[src/rtl/riscv_mult_arbiter_pkg.sv]
// Shared types and constants for the riscv_mult arbiter slice.
// Optional operand-tag tracking is enabled with the RISCV_MULT_ARB_DIFT_EN macro.
package riscv_mult_arbiter_pkg;

    typedef enum logic [1:0] {
        IDLE      = 2'd0,
        BUSY_CORE = 2'd1,
        BUSY_AUX  = 2'd2
    } mult_arb_state_e;

    localparam logic MULT_ARB_OWNER_CORE = 1'b0;
    localparam logic MULT_ARB_OWNER_AUX  = 1'b1;

    // Wide enough for the largest starvation limit (15).
    localparam int unsigned STARVE_CNT_W = 4;

endpackage

[src/rtl/riscv_mult_arb_prio.sv]
// Winner selection between the core and aux requesters, with a starvation
// counter that forces an aux win after STARVE_LIMIT consecutive core issues.
module riscv_mult_arb_prio
    import riscv_mult_arbiter_pkg::*;
#(
    parameter int unsigned STARVE_LIMIT = 4
) (
    input  logic clk,
    input  logic rst_n,
    input  logic i_arb_en,
    input  logic i_core_req,
    input  logic i_aux_req,
    input  logic i_buf_empty,
    output logic o_win_core,
    output logic o_win_aux
);

    localparam logic [STARVE_CNT_W-1:0] LIMIT = STARVE_CNT_W'(STARVE_LIMIT);

    logic [STARVE_CNT_W-1:0] r_starve_cnt;
    logic                    w_starved;
    logic                    w_win_core;
    logic                    w_win_aux;

    // Combinational arbitration: aux wins when idle core or when starved.
    always_comb begin
        w_starved  = (r_starve_cnt == LIMIT);
        w_win_aux  = i_arb_en & i_aux_req & i_buf_empty & (~i_core_req | w_starved);
        w_win_core = i_arb_en & i_core_req & ~w_win_aux;
    end

    assign o_win_core = w_win_core;
    assign o_win_aux  = w_win_aux;

    // Count core issues that bypass a waiting aux; clear when aux stops waiting or wins.
    always_ff @(posedge clk or negedge rst_n) begin
        if (!rst_n) begin
            r_starve_cnt <= '0;
        end else if (!i_aux_req || w_win_aux) begin
            r_starve_cnt <= '0;
        end else if (w_win_core && i_buf_empty && (r_starve_cnt != LIMIT)) begin
            r_starve_cnt <= r_starve_cnt + 1'b1;
        end
    end

endmodule

[src/rtl/riscv_mult_arbiter.sv]
// Shares one riscv_mult between the core EX stage and an auxiliary requester.
// Core has priority, aux is protected from starvation, aux results are buffered.
// Define RISCV_MULT_ARB_DIFT_EN to add operand-tag inputs and result-tag outputs.
module riscv_mult_arbiter
    import riscv_mult_arbiter_pkg::*;
#(
    parameter int unsigned STARVE_LIMIT = 4,
    parameter int unsigned OP_WIDTH     = 3
) (
    input  logic                clk,
    input  logic                rst_n,
    input  logic                core_req_i,
    input  logic [OP_WIDTH-1:0] core_op_i,
    input  logic [31:0]         core_op_a_i,
    input  logic [31:0]         core_op_b_i,
    input  logic [31:0]         core_op_c_i,
    input  logic                core_ex_ready_i,
    output logic                core_done_o,
    output logic [31:0]         core_result_o,
    output logic                core_stall_o,
    input  logic                aux_req_i,
    input  logic [OP_WIDTH-1:0] aux_op_i,
    input  logic [31:0]         aux_op_a_i,
    input  logic [31:0]         aux_op_b_i,
    input  logic [31:0]         aux_op_c_i,
    output logic                aux_gnt_o,
    output logic                aux_rvalid_o,
    input  logic                aux_rready_i,
    output logic [31:0]         aux_result_o,
    output logic                mult_en_o,
    output logic [OP_WIDTH-1:0] mult_operator_o,
    output logic [31:0]         mult_op_a_o,
    output logic [31:0]         mult_op_b_o,
    output logic [31:0]         mult_op_c_o,
    output logic                mult_ex_ready_o,
    input  logic [31:0]         mult_result_i,
    input  logic                mult_ready_i
`ifdef RISCV_MULT_ARB_DIFT_EN
    ,
    input  logic                core_tag_a_i,
    input  logic                core_tag_b_i,
    input  logic                core_tag_c_i,
    input  logic                aux_tag_a_i,
    input  logic                aux_tag_b_i,
    input  logic                aux_tag_c_i,
    output logic                core_result_tag_o,
    output logic                aux_result_tag_o
`endif
);

    mult_arb_state_e r_state;
    mult_arb_state_e w_state_nxt;

    logic        r_buf_valid;
    logic [31:0] r_buf_data;

    logic w_win_core;
    logic w_win_aux;
    logic w_own_core;
    logic w_own_aux;
    logic w_owner;
    logic w_core_done;
    logic w_aux_done;

    riscv_mult_arb_prio #(
        .STARVE_LIMIT (STARVE_LIMIT)
    ) u_prio (
        .clk         (clk),
        .rst_n       (rst_n),
        .i_arb_en    (r_state == IDLE),
        .i_core_req  (core_req_i),
        .i_aux_req   (aux_req_i),
        .i_buf_empty (~r_buf_valid),
        .o_win_core  (w_win_core),
        .o_win_aux   (w_win_aux)
    );

    // Ownership covers both the issue cycle (winner) and the busy state.
    // Core completion also needs core_ex_ready_i so a stalled EX stage keeps the op alive.
    always_comb begin
        w_own_core  = (r_state == BUSY_CORE) | w_win_core;
        w_own_aux   = (r_state == BUSY_AUX) | w_win_aux;
        w_owner     = w_own_aux ? MULT_ARB_OWNER_AUX : MULT_ARB_OWNER_CORE;
        w_core_done = w_own_core & mult_ready_i & core_ex_ready_i;
        w_aux_done  = w_own_aux & mult_ready_i;
    end

    // Next-state logic: one-cycle completions stay in IDLE, others hold the owner.
    always_comb begin
        w_state_nxt = r_state;
        unique case (r_state)
            IDLE: begin
                if (w_win_core && !w_core_done) begin
                    w_state_nxt = BUSY_CORE;
                end else if (w_win_aux && !w_aux_done) begin
                    w_state_nxt = BUSY_AUX;
                end
            end
            BUSY_CORE: if (w_core_done) w_state_nxt = IDLE;
            BUSY_AUX:  if (w_aux_done)  w_state_nxt = IDLE;
            default:   w_state_nxt = IDLE;
        endcase
    end

    // State register.
    always_ff @(posedge clk or negedge rst_n) begin
        if (!rst_n) begin
            r_state <= IDLE;
        end else begin
            r_state <= w_state_nxt;
        end
    end

    // Aux result buffer: filled on aux completion, drained by the aux handshake.
    always_ff @(posedge clk or negedge rst_n) begin
        if (!rst_n) begin
            r_buf_valid <= 1'b0;
            r_buf_data  <= '0;
        end else if (w_aux_done) begin
            r_buf_valid <= 1'b1;
            r_buf_data  <= mult_result_i;
        end else if (r_buf_valid && aux_rready_i) begin
            r_buf_valid <= 1'b0;
        end
    end

    // Output muxing; everything is held at zero while reset is asserted.
    always_comb begin
        mult_en_o       = 1'b0;
        mult_operator_o = '0;
        mult_op_a_o     = '0;
        mult_op_b_o     = '0;
        mult_op_c_o     = '0;
        mult_ex_ready_o = 1'b0;
        core_done_o     = 1'b0;
        core_result_o   = '0;
        core_stall_o    = 1'b0;
        aux_gnt_o       = 1'b0;
        aux_rvalid_o    = 1'b0;
        aux_result_o    = '0;
        if (rst_n) begin
            mult_ex_ready_o = 1'b1;
            if (w_own_core) begin
                mult_en_o       = 1'b1;
                mult_operator_o = core_op_i;
                mult_op_a_o     = core_op_a_i;
                mult_op_b_o     = core_op_b_i;
                mult_op_c_o     = core_op_c_i;
                mult_ex_ready_o = core_ex_ready_i;
            end else if (w_owner == MULT_ARB_OWNER_AUX) begin
                mult_en_o       = 1'b1;
                mult_operator_o = aux_op_i;
                mult_op_a_o     = aux_op_a_i;
                mult_op_b_o     = aux_op_b_i;
                mult_op_c_o     = aux_op_c_i;
            end
            core_done_o   = w_core_done;
            core_result_o = mult_result_i;
            core_stall_o  = core_req_i & ~w_own_core;
            aux_gnt_o     = w_aux_done;
            aux_rvalid_o  = r_buf_valid;
            aux_result_o  = r_buf_data;
        end
    end

`ifdef RISCV_MULT_ARB_DIFT_EN
    logic r_buf_tag;

    // Aux result tag travels with the buffered result.
    always_ff @(posedge clk or negedge rst_n) begin
        if (!rst_n) begin
            r_buf_tag <= 1'b0;
        end else if (w_aux_done) begin
            r_buf_tag <= aux_tag_a_i | aux_tag_b_i | aux_tag_c_i;
        end
    end

    // Core result tag is combinational, like the core result itself.
    always_comb begin
        core_result_tag_o = 1'b0;
        aux_result_tag_o  = 1'b0;
        if (rst_n) begin
            core_result_tag_o = w_own_core & (core_tag_a_i | core_tag_b_i | core_tag_c_i);
            aux_result_tag_o  = r_buf_tag;
        end
    end
`endif

    // Requesters must hold their request while they own the multiplier.
    a_core_hold: assert property (@(posedge clk) disable iff (!rst_n)
        (r_state == BUSY_CORE) |-> core_req_i)
        else $error("core_req_i dropped while core owns the multiplier");
    a_aux_hold: assert property (@(posedge clk) disable iff (!rst_n)
        (r_state == BUSY_AUX) |-> aux_req_i)
        else $error("aux_req_i dropped while aux owns the multiplier");

endmodule

[config.mk]
export PLATFORM = sky130hd
export DESIGN_NAME = riscv_mult_arbiter
export DESIGN_NICKNAME = d
export VERILOG_FILES = /design/src/rtl/riscv_mult_arbiter_pkg.sv /design/src/rtl/riscv_mult_arb_prio.sv /design/src/rtl/riscv_mult_arbiter.sv
export SDC_FILE = /design/constraint.sdc
export NUM_CORES = 1
export LEC_CHECK = 0
export ABC_CLOCK_PERIOD_IN_PS = 6240
export CAP_MARGIN = 40
export CORE_AREA = 2 2 156 158
export DETAILED_ROUTE_END_ITERATION = 6
export DIE_AREA = 0 0 158 160
export GPL_TIMING_DRIVEN = 0
export MAX_ROUTING_LAYER = met4
export PLACE_DENSITY_LB_ADDON = 0.15
export SLEW_MARGIN = 20
export SYNTH_ARGS = -nofsm -noshare
export SYNTH_HDL_FRONTEND = slang
export SYNTH_HIERARCHICAL = 1
export SYNTH_SLANG_ARGS = --single-unit
[constraint.sdc]
create_clock -name clk -period 6.24 [get_ports clk]
set_clock_uncertainty 0.15 [all_clocks]
set_input_delay 1.248 -clock clk [delete_from_list [all_inputs] [get_ports clk]]
set_output_delay 1.248 -clock clk [all_outputs]
set_load 0.01 [all_outputs]
# [Yosys cells after proc, flatten, opt, wreduce, memory -nomap -nowiden]
# Index checks and enable logic that the tools add are counted.
[word_totals] ff_bits=39 inputBits=237 out_inout_bits=169 word_cells=74
[classes] addsub=1 eq_ne=7 n_mux=33 bitwise_logic=16 reduce_logical=13
[op_table] operator="32-bit two-way mux" n=11
[op_table] operator="1-bit two-way mux" n=12
[op_table] operator="1-bit bitwise AND" n=9
[op_table] operator="3-bit two-way mux" n=3
[op_table] operator="2-bit two-way mux" n=4
[op_table] operator="4-bit two-way mux" n=2
[op_table] operator="2-bit one-hot mux with 3 select lines" n=1
[op_table] operator="1-bit logical AND" n=5
[op_table] operator="4-bit by 1-bit adder with 4-bit output, second input constant" n=1
[op_table] operator="4-bit by 3-bit == test with 1-bit output, second input constant" n=1
[op_table] operator="2-bit != test, second input constant" n=2
[op_table] operator="4-bit by 3-bit != test with 1-bit output, second input constant" n=1
[op_table] operator="1-bit inverter" n=4
[op_table] operator="2-bit nonzero test" n=2
[op_table] operator="1-bit logical NOT" n=3
[op_table] operator="3-bit != test, second input constant" n=1
[op_table] operator="1-bit OR" n=3
[op_table] operator="3-bit AND reduction" n=1
[op_table] operator="2-bit by 1-bit == test with 1-bit output, second input constant" n=1
[op_table] operator="2-bit == test, second input constant" n=1
[op_table] operator="2-bit logical NOT" n=1
[op_table] operator="1-bit logical OR" n=1

# [Depth between registers and ports, before layout]
[depth] ltp_word=13 mapped_depth=10 ltp_nobuf=8

# [By module]
# Netlist, hierarchy kept.
[modules_own_cells] mod="riscv_mult_arbiter" instances=1 cells_per_inst=514 area_per_inst_um2=4229.1 seq_area_each_um2=875.8
[modules_own_cells] mod="riscv_mult_arb_prio" instances=1 cells_per_inst=33 area_per_inst_um2=291.5 seq_area_each_um2=100.1

# [Least setup slack after synthesis]
# OpenSTA, ideal clock, no wires.
[synth_timing] path_kind="input-to-output" start="input port aux_req_i" end="output port mult_op_a_o[0]" arrival_ps=2462 t_required_ps=4842 slack_ps=2380 stages=7 path_buffers=4 cell_sequence="buf_4 > a31oi_1 > buf_2 > o41ai_4 > buf_12 > buf_12 > a21oi_2"
[synth_via] elab_chain_len=8 word_cells_on_any_way=11 classes_between="mux: 4; bitwise: 7"
[synth_rtl] item="from (decl)" line_no="riscv_mult_arbiter.sv:21" source="input logic aux_req_i,"
[synth_rtl] item="1-bit bitwise AND (3 in series)" line_no="riscv_mult_arb_prio.sv:28" source="w_win_aux = i_arb_en & i_aux_req & i_buf_empty & (~i_core_req | w_starved);"
[synth_rtl] item="1-bit inverter" line_no="riscv_mult_arb_prio.sv:29" source="w_win_core = i_arb_en & i_core_req & ~w_win_aux;"
[synth_rtl] item="1-bit bitwise AND" line_no="riscv_mult_arb_prio.sv:29"
[synth_rtl] item="via w_win_core" line_no="riscv_mult_arbiter.sv:57" source="logic w_win_core;"
[synth_rtl] item="1-bit OR" line_no="riscv_mult_arbiter.sv:81" source="w_own_core = (r_state == BUSY_CORE) | w_win_core;"
[synth_rtl] item="32-bit two-way mux" line_no="riscv_mult_arbiter.sv:143" source="if (w_own_core) begin"
[synth_rtl] item="32-bit two-way mux" line_no="riscv_mult_arbiter.sv:141" source="if (rst_n) begin"
[synth_rtl] item="to (decl)" line_no="riscv_mult_arbiter.sv:32" source="output logic [31:0] mult_op_a_o,"
# The timed path passes the listed nets, and every way through them passes these cells.

# [Worst setup path after layout]
[layout_timing] start="input port core_req_i" end="output port mult_operator_o[1]"
[layout_via] elab_chain_len=8 word_cells_on_any_way=12 classes_between="mux: 4; bitwise: 8"
[layout_rtl] item="from (decl)" line_no="riscv_mult_arbiter.sv:12" source="input logic core_req_i,"
[layout_rtl] item="1-bit inverter" line_no="riscv_mult_arb_prio.sv:28"
[layout_rtl] item="1-bit OR" line_no="riscv_mult_arb_prio.sv:28"
[layout_rtl] item="1-bit bitwise AND" line_no="riscv_mult_arb_prio.sv:28"
[layout_rtl] item="1-bit inverter" line_no="riscv_mult_arb_prio.sv:29"
[layout_rtl] item="1-bit bitwise AND *" line_no="riscv_mult_arb_prio.sv:29"
[layout_rtl] item="via w_win_core" line_no="riscv_mult_arbiter.sv:57"
[layout_rtl] item="1-bit OR *" line_no="riscv_mult_arbiter.sv:81"
[layout_rtl] item="3-bit two-way mux *" line_no="riscv_mult_arbiter.sv:143"
[layout_rtl] item="3-bit two-way mux *" line_no="riscv_mult_arbiter.sv:141"
[layout_rtl] item="to (decl)" line_no="riscv_mult_arbiter.sv:31" source="output logic [OP_WIDTH-1:0] mult_operator_o,"
# The timed path passes the listed nets; every way through them passes the cells marked *.

==> out/qor.yml <==
sta:
  max_freq_mhz: 181
  setup_viol: 0
  hold_violations: 0
  tightest_slew_ns: 0.531
  rsz0062_at_grt: "false"
  slew-limit-headroom_pct: 64.6
  fin_crit_sh_pct: 88.8
  fin_crit_ns: 5.54
  drv_slew: 0
run:
  cap_viol_max_count: 0
critical_path:
  critPathMaxStageDelay_ns: 0.62
  crit_top_cell: "clkdlybuf4s50_1"
  cp_slowest_cell: "clkdlybuf4s50_1"
  cp-start-kind: "input port"
  path_max_fanout: 10
  end_kind: "primary output"
  path_class: "in -> out"
  reg2reg_from: "u_prio/r_starve_cnt[0]"
  path_cells: "clkdlybuf4s50_1, o21ai_4, a31oi_1, buf_2, clkbuf_1, o21ai_0, a21oi_2, clkdlybuf4s50_1"
  cp.arrival_ns: 4.14
  critPathLaunch: "core_req_i"
  cp.required_ns: 4.84
cts:
  clk-insertion-delay-late_ns: 0.28
  cts_sinks: 39
  cts_tree: "yes"
  h-tree-depth: 2
  cts-buffers-inserted: 5
  cts_setup_buffers: 0
  ctsResizeCount: 0
  postCtsHoldBufs: 0
  ctsRootBufferMaster: "clkbuf_16"
  path_clk_slew_ns: 0.06
  clockBufferDepth: 2
logic_synthesis:
  syn_nets: 786
  async_flop_share_pct: 100
  synth-seq-area-share_pct: 21.6
  synthCells: 547
  syn_area_per_cell_um2: 8.26
  synth_top_area_share_pct: 21.6
  ys_types: 37
  synth-edff-count: 0
  yosys-top-cells-area: "dfrtp_1 (22%), a21oi_2 (19%), nand3_1 (12%), o21ai_0 (11%), mux2_4 (9.3%)"
  yosysWarnings: 6
  synth_ff_type: "dfrtp_1"
  ys_ff_latch: 39
  synth_top_cell_by_area: "dfrtp_1"
  synthesis.area_um2: 4520
run_status:
  status: "finished clean"
min_path:
  worstHoldStart: "r_buf_data[23]"
  hold_path_class: "reg -> reg"
global_routing:
  grt_use_total_pct: 18.5
  grt_pass1_vias: 5581
  grt_remaining_overflow: 0
  grt_pass1_wl_um: 34900
  grt_max_degree: 29
  antenna_found_initial: 5
final_layout:
  final_common_cell: "clkdlybuf4s50_1"
  post-route-util_pct: 38.5
  drive_gt1_share_pct: 18.2
  areaGrowthSynthToFinish_pct: 103
  layout_common_cells: "clkdlybuf4s50_1 (404), nand3_1 (106), o21ai_0 (101)"
  nets: 1199
floorplan:
  die-area_um2: 25300
  die_w_um: 158
  initial_utilization_pct: 19.0
  die_height_um: 160
  core-area_um2: 23800
  rows: 57
  pin_count: 406
detailed_routing:
  drt_iter0_drc: 319
  drc_errors: 0
  drt_pre_antenna_iters: 4
  vias_per_cell: 4.40
  drt-total-wl_um: 24300
  vias: 5680
  ant_nets: 0
  wire_per_inst_um: 18.9
power_and_ir_drop:
  max-vdd-ir-drop_v: 0.000110
  powerDensity_nw_per_um2: 261
  power_mw: 2.39
  p_leak_nw: 3.33
place:
  place_hpwl_um: 19400
  gp_congestion: 0.826
  io_buffers: 405
[state kept, by name, indices dropped and copies added (netlist names)]
register             cells
r_buf_data              32
u_prio/r_starve_cnt      4
r_state                  2
r_buf_valid              1
[cell usage after synthesis (2+ instances only)]
| library cell | number |
|---|---|
| a21oi_2 | 99 |
| and2_1 | 64 |
| and3_1 | 2 |
| buf_12 | 11 |
| buf_2 | 10 |
| buf_4 | 2 |
| buf_6 | 5 |
| clkbuf_1 | 37 |
| dfrtp_1 | 39 |
| ha_1 | 2 |
| inv_1 | 3 |
| inv_2 | 3 |
| mux2_1 | 4 |
| mux2_4 | 28 |
| nand2_1 | 4 |
| nand3_1 | 106 |
| nor2_1 | 6 |
| nor2b_4 | 2 |
| o21ai_0 | 101 |
| o21ai_4 | 2 |
[per-stage QoR]
stage	instances	setup slack, ns	cell area (um2)	TNS (ns)	hold WS [ns]
2_1_floorplan	547	2.38	4520	0	0.306
3_3_place_gp	1276	-0.107	8980	-0.767	0.316
3_5_place_dp	1277	0.640	8990	0	0.325
4_1_cts	1285	0.638	9150	0	0.339
5_1_grt	1290	0.480	9160	0	0.359
6_report	1290	0.702	9160	0	0.332
[critical path, delay by kind of cell]
kind	cells	cell delay (ns)
compound gates	4	0.86
buf+inv	4	2.01
[cell type report]
cell class / count / area (um2)
inverters: 6 / 22.5
clock buffers: 8 / 156
flip-flops and latches: 39 / 976
well taps: 324 / 405
diodes: 5 / 12.5
fillers: 2475 / 14700
plain buffers: 65 / 480
multi-input cells: 437 / 3040
repair buffers: 406 / 4070
[path summary, 6_finish.rpt]
| path | end | cells after the start | slack (ns) |
|---|---|---|---|
| worst max-delay path | mult_operator_o[1] | 8 | 0.70 |
| worst min-delay path | r_buf_data[23] | 1 | 0.33 |
| worst max register to register | r_state[1] | 10 | 3.53 |
| worst min register to register | r_buf_data[23] | 1 | 0.33 |
| max in group asynchronous | u_prio/r_starve_cnt[3] | 2 | 4.68 |
| min in group asynchronous | r_buf_data[5] | 1 | 0.76 |
[routing by layer]
metal  vias up  GRT usage (%)  wire length, um
met1      2637           20.8             9830
met4         0           3.56              322
met2       246           32.5            12100
li1       2777              -                -
met3        20           5.70             2080
met5         -              -                0
[cell families (layout without fill, tap and decap cells)]
logic type / Yosys count / count (layout) / share of synthesized area (%)
multiplexers: 32 / 32 / 10.3
adder cells (fa/ha/maj): 2 / 2 / 0.553
AND/OR/NAND/NOR: 192 / 192 / 23.6
flip-flops: 39 / 39 / 21.6
AO/OA/AOI/OAI: 211 / 211 / 32.9
buffers and inverters: 71 / 485 / 11.1
other: 0 / 5 / 0
[power by group]
part | internal (mW) | switching (mW) | total (mW) | leakage [nW]
Sequential | 0.364 | 0.0618 | 0.426 | 0.477
Combinational | 0.888 | 0.807 | 1.69 | 2.77
Clock | 0.170 | 0.0989 | 0.269 | 0.0772
Total | 1.42 | 0.967 | 2.39 | 3.33
Power figures use the tool's default switching activity.
